<file path="config.mk">
export PLATFORM = sky130hd
export DESIGN_NAME = mem_arbiter_flat
export DESIGN_NICKNAME = d
export VERILOG_FILES = /design/src/rtl/mem_arbiter_if.sv /design/src/rtl/mem_arbiter.sv /design/src/flat_wrapper.sv
export SDC_FILE = /design/constraint.sdc
export NUM_CORES = 1
export LEC_CHECK = 0
export CAP_MARGIN = 25
export CORE_MARGIN = 2
export CORE_UTILIZATION = 44
export DETAILED_ROUTE_END_ITERATION = 8
export PLACE_DENSITY_LB_ADDON = 0.12
export SYNTH_ARGS = -nofsm -noshare
export SYNTH_HDL_FRONTEND = slang
export SYNTH_SLANG_ARGS = --single-unit
</file>
<file path="constraint.sdc">
create_clock -name clk -period 5.6 [get_ports clk]
set_input_delay 0.56 -clock clk [delete_from_list [all_inputs] [get_ports clk]]
set_output_delay 0.56 -clock clk [all_outputs]
set_load 0.1 [all_outputs]
</file>
<file path="src/rtl/mem_arbiter_if.sv">
// mem_arbiter_if: bundles the fetch, load/store and shared-memory handshake
// signals of the memory arbiter.
//   ifu_*  : fetch read port (req/addr in, rdata/ack out of the arbiter)
//   lsu_*  : load/store port (req/we/addr/wdata in, rdata/ack out)
//   err    : timeout flag, pulses with the ack of an aborted access
//   mem_*  : shared memory port (req/we/addr/wdata out, rdata/ack in)
// Modport slave is the arbiter's view; master is the surrounding system.
`ifndef ISA_WIDTH
`define ISA_WIDTH 32
`endif

interface mem_arbiter_if #(
   parameter int unsigned ISA_WIDTH = `ISA_WIDTH
);
   logic                 ifu_req;
   logic [ISA_WIDTH-1:0] ifu_addr;
   logic [ISA_WIDTH-1:0] ifu_rdata;
   logic                 ifu_ack;

   logic                 lsu_req;
   logic                 lsu_we;
   logic [ISA_WIDTH-1:0] lsu_addr;
   logic [ISA_WIDTH-1:0] lsu_wdata;
   logic [ISA_WIDTH-1:0] lsu_rdata;
   logic                 lsu_ack;

   logic                 err;

   logic                 mem_req;
   logic                 mem_we;
   logic [ISA_WIDTH-1:0] mem_addr;
   logic [ISA_WIDTH-1:0] mem_wdata;
   logic [ISA_WIDTH-1:0] mem_rdata;
   logic                 mem_ack;

   modport slave (
      input  ifu_req, ifu_addr,
      output ifu_rdata, ifu_ack,
      input  lsu_req, lsu_we, lsu_addr, lsu_wdata,
      output lsu_rdata, lsu_ack,
      output err,
      output mem_req, mem_we, mem_addr, mem_wdata,
      input  mem_rdata, mem_ack
   );

   modport master (
      output ifu_req, ifu_addr,
      input  ifu_rdata, ifu_ack,
      output lsu_req, lsu_we, lsu_addr, lsu_wdata,
      input  lsu_rdata, lsu_ack,
      input  err,
      input  mem_req, mem_we, mem_addr, mem_wdata,
      output mem_rdata, mem_ack
   );
endinterface

</file>
<file path="src/rtl/mem_arbiter.sv">
// mem_arbiter: shares one memory port between the fetch unit (read only)
// and the load/store unit. One access is outstanding at a time; when both
// sides request in the same idle cycle the one not granted last wins (LSU
// first after reset). An access that sees no mem_ack for TIMEOUT cycles is
// aborted and acked with err=1 and zero data.
// Ports:
//   clk : clock, rising edge
//   rst : asynchronous active-high reset
//   bus : mem_arbiter_if.slave (fetch, load/store, err and memory signals)
`ifndef ISA_WIDTH
`define ISA_WIDTH 32
`endif

module mem_arbiter #(
   parameter int unsigned ISA_WIDTH = `ISA_WIDTH,
   parameter int unsigned TIMEOUT   = 255
) (
   input  logic         clk,
   input  logic         rst,
   mem_arbiter_if.slave bus
);
   typedef enum logic [1:0] {IDLE, GNT_IFU, GNT_LSU} state_t;

   localparam logic [15:0] CNT_LAST = 16'(TIMEOUT - 1);

   state_t               state, state_nx;
   logic                 last_lsu, last_lsu_nx;
   logic [15:0]          cnt, cnt_nx;
   logic                 mem_req_q, mem_req_nx;
   logic                 mem_we_q, mem_we_nx;
   logic [ISA_WIDTH-1:0] mem_addr_q, mem_addr_nx;
   logic [ISA_WIDTH-1:0] mem_wdata_q, mem_wdata_nx;
   logic                 ifu_ack_q, ifu_ack_nx;
   logic                 lsu_ack_q, lsu_ack_nx;
   logic                 err_q, err_nx;
   logic [ISA_WIDTH-1:0] ifu_rdata_q, ifu_rdata_nx;
   logic [ISA_WIDTH-1:0] lsu_rdata_q, lsu_rdata_nx;

   logic                 ifu_elig, lsu_elig;
   logic                 done;
   logic [ISA_WIDTH-1:0] done_data;

   always_ff @(posedge clk or posedge rst) begin
      if (rst) begin
         state       <= IDLE;
         last_lsu    <= 1'b0;
         cnt         <= '0;
         mem_req_q   <= 1'b0;
         mem_we_q    <= 1'b0;
         mem_addr_q  <= '0;
         mem_wdata_q <= '0;
         ifu_ack_q   <= 1'b0;
         lsu_ack_q   <= 1'b0;
         err_q       <= 1'b0;
         ifu_rdata_q <= '0;
         lsu_rdata_q <= '0;
      end else begin
         state       <= state_nx;
         last_lsu    <= last_lsu_nx;
         cnt         <= cnt_nx;
         mem_req_q   <= mem_req_nx;
         mem_we_q    <= mem_we_nx;
         mem_addr_q  <= mem_addr_nx;
         mem_wdata_q <= mem_wdata_nx;
         ifu_ack_q   <= ifu_ack_nx;
         lsu_ack_q   <= lsu_ack_nx;
         err_q       <= err_nx;
         ifu_rdata_q <= ifu_rdata_nx;
         lsu_rdata_q <= lsu_rdata_nx;
      end
   end

   // A requester whose ack is high this cycle still shows its old request
   // level; masking it prevents a duplicate grant for the same access.
   assign ifu_elig = bus.ifu_req && !ifu_ack_q;
   assign lsu_elig = bus.lsu_req && !lsu_ack_q;

   always_comb begin
      state_nx     = state;
      last_lsu_nx  = last_lsu;
      cnt_nx       = cnt;
      mem_req_nx   = mem_req_q;
      mem_we_nx    = mem_we_q;
      mem_addr_nx  = mem_addr_q;
      mem_wdata_nx = mem_wdata_q;
      ifu_ack_nx   = 1'b0;
      lsu_ack_nx   = 1'b0;
      err_nx       = 1'b0;
      ifu_rdata_nx = ifu_rdata_q;
      lsu_rdata_nx = lsu_rdata_q;
      done         = 1'b0;
      done_data    = '0;

      case (state)
         IDLE: begin
            if (lsu_elig && (!ifu_elig || !last_lsu)) begin
               state_nx     = GNT_LSU;
               last_lsu_nx  = 1'b1;
               cnt_nx       = '0;
               mem_req_nx   = 1'b1;
               mem_we_nx    = bus.lsu_we;
               mem_addr_nx  = bus.lsu_addr;
               mem_wdata_nx = bus.lsu_wdata;
            end else if (ifu_elig) begin
               state_nx     = GNT_IFU;
               last_lsu_nx  = 1'b0;
               cnt_nx       = '0;
               mem_req_nx   = 1'b1;
               mem_we_nx    = 1'b0;
               mem_addr_nx  = bus.ifu_addr;
               mem_wdata_nx = '0;
            end
         end
         GNT_IFU, GNT_LSU: begin
            // A late mem_ack in the final cycle still completes normally.
            if (bus.mem_ack) begin
               done      = 1'b1;
               done_data = mem_we_q ? '0 : bus.mem_rdata;
            end else if (cnt == CNT_LAST) begin
               done   = 1'b1;
               err_nx = 1'b1;
            end else begin
               cnt_nx = cnt + 16'd1;
            end
            if (done) begin
               state_nx   = IDLE;
               mem_req_nx = 1'b0;
               if (state == GNT_IFU) begin
                  ifu_ack_nx   = 1'b1;
                  ifu_rdata_nx = done_data;
               end else begin
                  lsu_ack_nx   = 1'b1;
                  lsu_rdata_nx = done_data;
               end
            end
         end
         default: state_nx = IDLE;
      endcase
   end

   assign bus.mem_req   = mem_req_q;
   assign bus.mem_we    = mem_we_q;
   assign bus.mem_addr  = mem_addr_q;
   assign bus.mem_wdata = mem_wdata_q;
   assign bus.ifu_ack   = ifu_ack_q;
   assign bus.lsu_ack   = lsu_ack_q;
   assign bus.err       = err_q;
   assign bus.ifu_rdata = ifu_rdata_q;
   assign bus.lsu_rdata = lsu_rdata_q;
endmodule

</file>
<file path="src/flat_wrapper.sv">
// flat-port wrapper written by rule: the top's interface ports become plain ports
module mem_arbiter_flat 
#(
   parameter int unsigned ISA_WIDTH = `ISA_WIDTH,
   parameter int unsigned TIMEOUT   = 255
)
  (clk, rst, bus_ifu_req, bus_ifu_addr, bus_ifu_rdata, bus_ifu_ack, bus_lsu_req, bus_lsu_we, bus_lsu_addr, bus_lsu_wdata, bus_lsu_rdata, bus_lsu_ack, bus_err, bus_mem_req, bus_mem_we, bus_mem_addr, bus_mem_wdata, bus_mem_rdata, bus_mem_ack);
  mem_arbiter_if #(.ISA_WIDTH(ISA_WIDTH)) bus_i ();
  input  logic clk;
  input  logic rst;
  input wire logic [$bits(bus_i.ifu_req)-1:0] bus_ifu_req;
  input wire logic [$bits(bus_i.ifu_addr)-1:0] bus_ifu_addr;
  output wire logic [$bits(bus_i.ifu_rdata)-1:0] bus_ifu_rdata;
  output wire logic [$bits(bus_i.ifu_ack)-1:0] bus_ifu_ack;
  input wire logic [$bits(bus_i.lsu_req)-1:0] bus_lsu_req;
  input wire logic [$bits(bus_i.lsu_we)-1:0] bus_lsu_we;
  input wire logic [$bits(bus_i.lsu_addr)-1:0] bus_lsu_addr;
  input wire logic [$bits(bus_i.lsu_wdata)-1:0] bus_lsu_wdata;
  output wire logic [$bits(bus_i.lsu_rdata)-1:0] bus_lsu_rdata;
  output wire logic [$bits(bus_i.lsu_ack)-1:0] bus_lsu_ack;
  output wire logic [$bits(bus_i.err)-1:0] bus_err;
  output wire logic [$bits(bus_i.mem_req)-1:0] bus_mem_req;
  output wire logic [$bits(bus_i.mem_we)-1:0] bus_mem_we;
  output wire logic [$bits(bus_i.mem_addr)-1:0] bus_mem_addr;
  output wire logic [$bits(bus_i.mem_wdata)-1:0] bus_mem_wdata;
  input wire logic [$bits(bus_i.mem_rdata)-1:0] bus_mem_rdata;
  input wire logic [$bits(bus_i.mem_ack)-1:0] bus_mem_ack;
  assign bus_i.ifu_req = bus_ifu_req;
  assign bus_i.ifu_addr = bus_ifu_addr;
  assign bus_ifu_rdata = bus_i.ifu_rdata;
  assign bus_ifu_ack = bus_i.ifu_ack;
  assign bus_i.lsu_req = bus_lsu_req;
  assign bus_i.lsu_we = bus_lsu_we;
  assign bus_i.lsu_addr = bus_lsu_addr;
  assign bus_i.lsu_wdata = bus_lsu_wdata;
  assign bus_lsu_rdata = bus_i.lsu_rdata;
  assign bus_lsu_ack = bus_i.lsu_ack;
  assign bus_err = bus_i.err;
  assign bus_mem_req = bus_i.mem_req;
  assign bus_mem_we = bus_i.mem_we;
  assign bus_mem_addr = bus_i.mem_addr;
  assign bus_mem_wdata = bus_i.mem_wdata;
  assign bus_i.mem_rdata = bus_mem_rdata;
  assign bus_i.mem_ack = bus_mem_ack;
  mem_arbiter #(.ISA_WIDTH(ISA_WIDTH), .TIMEOUT(TIMEOUT)) u_core (.clk(clk), .rst(rst), .bus(bus_i));
endmodule
</file>
==> results.toml, run 1 <==
[status]
status = "finished clean"

[synth]
synthArstFlopShare_pct = 100
synthesis.area_um2 = 6960
netlist.area_leader.share_pct = 54.7
avgSynthCellArea_um2 = 12.7
ys_top_cells_by_area = "dfrtp_1 55%, mux2_4 13%, mux2i_1 4.6%"
synth-edff-count = 0
ys.flop_type = "dfrtp_1"
ys_seq_elements = 152
syn_inst = 549
yosysSeqAreaShare_pct = 54.7
synth_top_cell_by_area = "dfrtp_1"
yosysUniqueCellTypes = 50
synth_nets = 690
ys_warn_count = 0

[floorplan]
rows = 45
core_area_um2 = 15300
dieArea_um2 = 16800
initial_core_util_pct = 45.4
die_x_um = 130
die_h_um = 130
io_pins = 267

[drt]
ant_nets = 0
wire_per_inst_um = 18.0
vias = 5293
drc_errors = 0
dr.pass1.iters = 4
viasPerCell = 5.15
drt_iter0_markers = 251
routed_wl_um = 18500

[cells_and_area]
layout-drive-gt1-share_pct = 14.1
nNetsFinal = 945
final_common_cell = "clkdlybuf4s50_1"
insertedDiodeCount = 0
layout_common_cells = "266 x clkdlybuf4s50_1, 152 x dfrtp_1, 60 x mux2_4, 51 x nand2_1, 36 x o21ai_0"
fillers = 1158
syn_to_final_growth_pct = 48.5

[clocking]
clk_path_buf_depth = 2
cts_tree = "done"
h-tree-depth = 4
cts_hold_buffers = 0
post_cts_buffers = 0
clk_latency_ns = 0.43
clk_pin_slew_worst_paths_ns = 0.06
cts-root-buf = "clkbuf_16"
cts_resized = 0
cts_made_buffers = 17
clock_sinks = 152

[timing]
setup_violations = 0
fmax_mhz = 375
hold_violations = 0
setup_tns_ns = 0
fin_crit_sh_pct = 47.6
period_minus_slack_ns = 2.66
clock_skew_ns = 0.0133
rsz0062_at_grt = "no"
maxSlewHeadroom_pct = 28.1
drv_slew = 0
worstMarginPinSlew_ns = 1.07

[global_routing]
grt_pass1_vias = 5440
grt-ovfl-total = 0
grt_pass1_wl_um = 28600
antenna_found_initial = 0
grt_max_degree = 115
grt_util_all_layers_pct = 22.1

[min_path]
holdCritPathClass = "register to register"
min-delay-start = "u_core.bus.mem_addr[27]$_DFFE_PP0P_"

[critical_path]
worstSetupStartpoint = "u_core.state[0]$_DFFE_PP0P_"
reg2reg_setup_slack_ns = 2.94
end_kind = "register"
cp_max_fo = 20
timing.rr.end = "u_core.cnt[12]$_DFFE_PP0P_"
path_class = "register to register"
cp-endpoint = "u_core.cnt[12]$_DFFE_PP0P_"
critPathArrivalTime_ns = 3.03
worstRegToRegCells = 6
timing.rr.start = "u_core.state[0]$_DFFE_PP0P_"
cp.required_ns = 5.97
cp-start-kind = "register"

[placed_design]
dpl.hpwl_um = 13200
portBuffers = 266
gp_congestion = 0.885

[flow_run]
drv_cap = 0
[cell families (layout without fill, tap and decap cells)]
kind of cell    count (synthesis)  count (layout)  synth area share [%]
mux                            96              96                  18.2
fa+ha+maj                       7               7                  1.26
simple gates                  146             146                  11.5
flops                         152             152                  54.7
compound gates                104             104                  11.1
buf+inv                        44             312                  3.34
[worst min-delay path by stage]
stage | end | depth (start not counted)
2_1_floorplan | u_core.last_lsu$_DFFE_PP0P_ | 1
3_3_place_gp | u_core.bus.mem_addr[28]$_DFFE_PP0P_ | 2
3_5_place_dp | u_core.bus.mem_addr[29]$_DFFE_PP0P_ | 2
4_1_cts | u_core.bus.mem_addr[29]$_DFFE_PP0P_ | 2
5_1_grt | u_core.bus.mem_addr[16]$_DFFE_PP0P_ | 2
6_report | u_core.bus.mem_addr[27]$_DFFE_PP0P_ | 2
[routing by layer]
layer / part of all wire (%) / track usage (%)
met5: 0 / 0
met4: 1.4 / 6.96
met3: 8.6 / 8.08
met2: 49 / 36.0
met1: 41 / 27.7
[stage by stage]
stage                     std cells  area, um^2  util, %  worst slack (ns)  hold WS, ns
after global routing           1028       10300     67.5              2.76        0.506
after detailed placement        993        9730     63.5              2.94        0.469
after global placement          993        9730     63.5              3.02        0.462
after floorplan                 549        6960        -             0.947        0.450
after CTS                      1025       10300     67.2              2.95        0.484
final                          1028       10300     67.5              2.94        0.476
[flip-flops by register name (all words and copies together) (netlist names), 2 cells and up]
signal / flops
u_core.bus.ifu_rdata: 32
u_core.bus.lsu_rdata: 32
u_core.bus.mem_addr: 32
u_core.bus.mem_wdata: 32
u_core.cnt: 16
u_core.state: 2
[synthesized netlist by cell type (all sizes together) (2+ instances only)]
master    n
dfrtp   152
mux2     64
nand2    53
o21ai    36
a22o     35
and2     32
mux2i    32
buf      19
clkbuf   18
nand3    11
nand4     9
nor2      9
ha        7
inv       7
nand2b    7
nor3      7
a21o      4
and3      4
o211ai    4
a221o     3
a31oi     3
nor4      3
o311ai    3
o31ai     3
or3       3
a21oi     2
and4      2
o211a     2
or4       2
[critical path: stages, from the launching register on]
cell and delay [ns]:
dfrtp_1 0.42, inv_1 0.09, ha_1 0.69, inv_1 0.40, a311o_1 0.53, or3_1 0.39, nand3_1 0.08
[final cells by class]
class	instances	area [um^2]	area share, %
well taps	211	264	2.55
flip-flops and latches	152	3800	36.8
repair buffers	273	2740	26.5
clock buffers	18	439	4.25
multi-input cells	353	2940	28.4
clock inverters	14	116	1.13
inverters	7	31.3	0.303
Power of run 1 is not shown: default switching activity piles up to over one toggle a cycle in this logic, so the estimate is an artifact.
==> run 2: changes to the inputs <==
Clock period 5.6 ns to 2.7 ns, I/O delays scaled along.
==> run 2 against run 1 <==
  * Count of clock-buffer cells in the layout unchanged
  * First-iteration DRC count down 10%
  * Via count up 0.49%
  * Setup slack worse by 2.5 ns
  * Critical path depth unchanged
  * Register-to-register slack worse by 2.5 ns
  * Worst hold slack worse by 0.13 ns
  * Clock skew down 0.0016 ns
  * Flip-flop and latch count unchanged
  * Global-route usage up 0.14 points
  * Die area unchanged
==> results.toml, run 2 (synthesized netlist as in run 1, its figures left out) <==
[floorplan]
die_x_um = 130
core_area_um2 = 15300
initial_core_util_pct = 45.4
io_pins = 267
rows = 45
dieArea_um2 = 16800
die_h_um = 130

[global_routing]
grt-ovfl-total = 0
grt_max_degree = 99
antenna_found_initial = 0
grt_pass1_vias = 5417
grt_pass1_wl_um = 28700
grt_util_all_layers_pct = 22.3

[timing]
hold_violations = 0
maxSlewHeadroom_pct = 57.3
setup_tns_ns = 0
fmax_mhz = 444
clock_skew_ns = 0.0117
fin_crit_sh_pct = 83.3
worstMarginPinSlew_ns = 0.640
setup_violations = 0
period_minus_slack_ns = 2.25
drv_slew = 0
rsz0062_at_grt = "no"

[placed_design]
gp_congestion = 0.873
dpl.hpwl_um = 13300
portBuffers = 266
placedCellCount = 999

[clocking]
cts_hold_buffers = 0
h-tree-depth = 4
post_cts_buffers = 0
clk_latency_ns = 0.43
clock_sinks = 152
clk_pin_slew_worst_paths_ns = 0.06
clk_path_buf_depth = 2
cts_tree = "done"
cts_resized = 0
cts-root-buf = "clkbuf_16"
cts_made_buffers = 17

[critical_path]
end_kind = "register"
slowest_stage = "dfrtp_1"
cp-start-kind = "register"
crit_buf_inv = 1
path_class = "register to register"
critPathArrivalTime_ns = 2.55
cp_max_fo = 32
cp.required_ns = 3.00
crit_path_cell_trace = "inv_1 -> ha_1 -> nor4b_4 -> a41o_4 -> nand2_4 -> mux2_4"
timing.rr.end = "u_core.bus.ifu_rdata[0]$_DFFE_PP0P_"
slowest_delay_ns = 0.45
path_delay_family = "simple AND/OR/NAND/NOR gates"
timing.rr.start = "u_core.cnt[0]$_DFFE_PP0P_"
worstRegToRegCells = 6
reg2reg_setup_slack_ns = 0.45

[drt]
vias = 5319
drt_iter0_markers = 225
ant_nets = 0
viasPerCell = 5.16
wire_per_inst_um = 18.0
routed_wl_um = 18600
drc_errors = 0
dr.pass1.iters = 4

[cells_and_area]
syn_to_final_growth_pct = 44.9
final_common_cell = "dfrtp_1"
final-seq-area_um2 = 3800
multi_input_area_um2 = 2940
nNetsFinal = 948
layout-drive-gt1-share_pct = 30.3
insertedDiodeCount = 0
fillers = 1171
fin_cells = 1030
layout_common_cells = "152 x dfrtp_1, 139 x buf_4, 133 x clkdlybuf4s50_1, 60 x mux2_4, 51 x nand2_1"

[status]
status = "finished clean"

[flow_run]
drv_cap = 0

[min_path]
holdCritPathClass = "input pin to asynchronous set/reset pin"
## run 2: cell count changes in the layout (fill, tap and decap cells not counted), sizes merged
cell,before,now
buf,7,143
clkinv,6,4
bufinv,0,3
clkdlybuf4s50,266,133
inv,12,10
## run 2: per-stage QoR
stage                     cell area (um^2)  util (%)  worst slack (ns)  hold slack, ns
final                                10100      65.8             0.450           0.346
after CTS                            10100      65.8             0.437           0.363
after global routing                 10100      65.8             0.325           0.391
after floorplan                       6960         -             0.513           0.403
after detailed placement              9490      62.0             0.432           0.466
after global placement                9490      62.0             0.476           0.459
## run 2: how the worst max path moves through the flow
stage	from	end	slack, ns	depth (start not counted)
floorplan	rst	u_core.bus.err$_DFF_PP0_	0.51	1
global placement	bus_mem_ack	u_core.bus.lsu_rdata[21]$_DFFE_PP0P_	0.48	4
detailed placement	bus_mem_ack	u_core.bus.ifu_rdata[29]$_DFFE_PP0P_	0.43	4
CTS	u_core.cnt[0]$_DFFE_PP0P_	u_core.bus.ifu_rdata[0]$_DFFE_PP0P_	0.44	6
global route	u_core.cnt[0]$_DFFE_PP0P_	u_core.bus.ifu_rdata[15]$_DFFE_PP0P_	0.33	6
finish	u_core.cnt[0]$_DFFE_PP0P_	u_core.bus.ifu_rdata[0]$_DFFE_PP0P_	0.45	6
## run 2: layout make-up
class | count | area share, %
clock buffer | 18 | 4.26
timing repair buffer | 276 | 24.3
clock inverter | 13 | 1.66
inverter | 7 | 0.298
sequential | 152 | 37.7
tap | 211 | 2.62
multi-input combinational | 353 | 29.1
## run 2: layer usage
| metal | share of wire [%] | track usage (%) | vias up |
|---|---|---|---|
| met1 | 42 | 29.0 | 2565 |
| met3 | 7.9 | 6.89 | 37 |
| met5 | 0 | 0 | - |
| met4 | 2.9 | 9.11 | 0 |
| li1 | - | - | 2490 |
| met2 | 47 | 34.9 | 227 |
## run 2: worst reg2reg max path, stage by stage (launching register included)
cell and delay, ns:
dfrtp_1 0.45, inv_1 0.09, ha_1 0.14, nor4b_4 0.25, a41o_4 0.37, nand2_4 0.38
mux2_4 0.45
Power of run 2 is left out for the same reason.
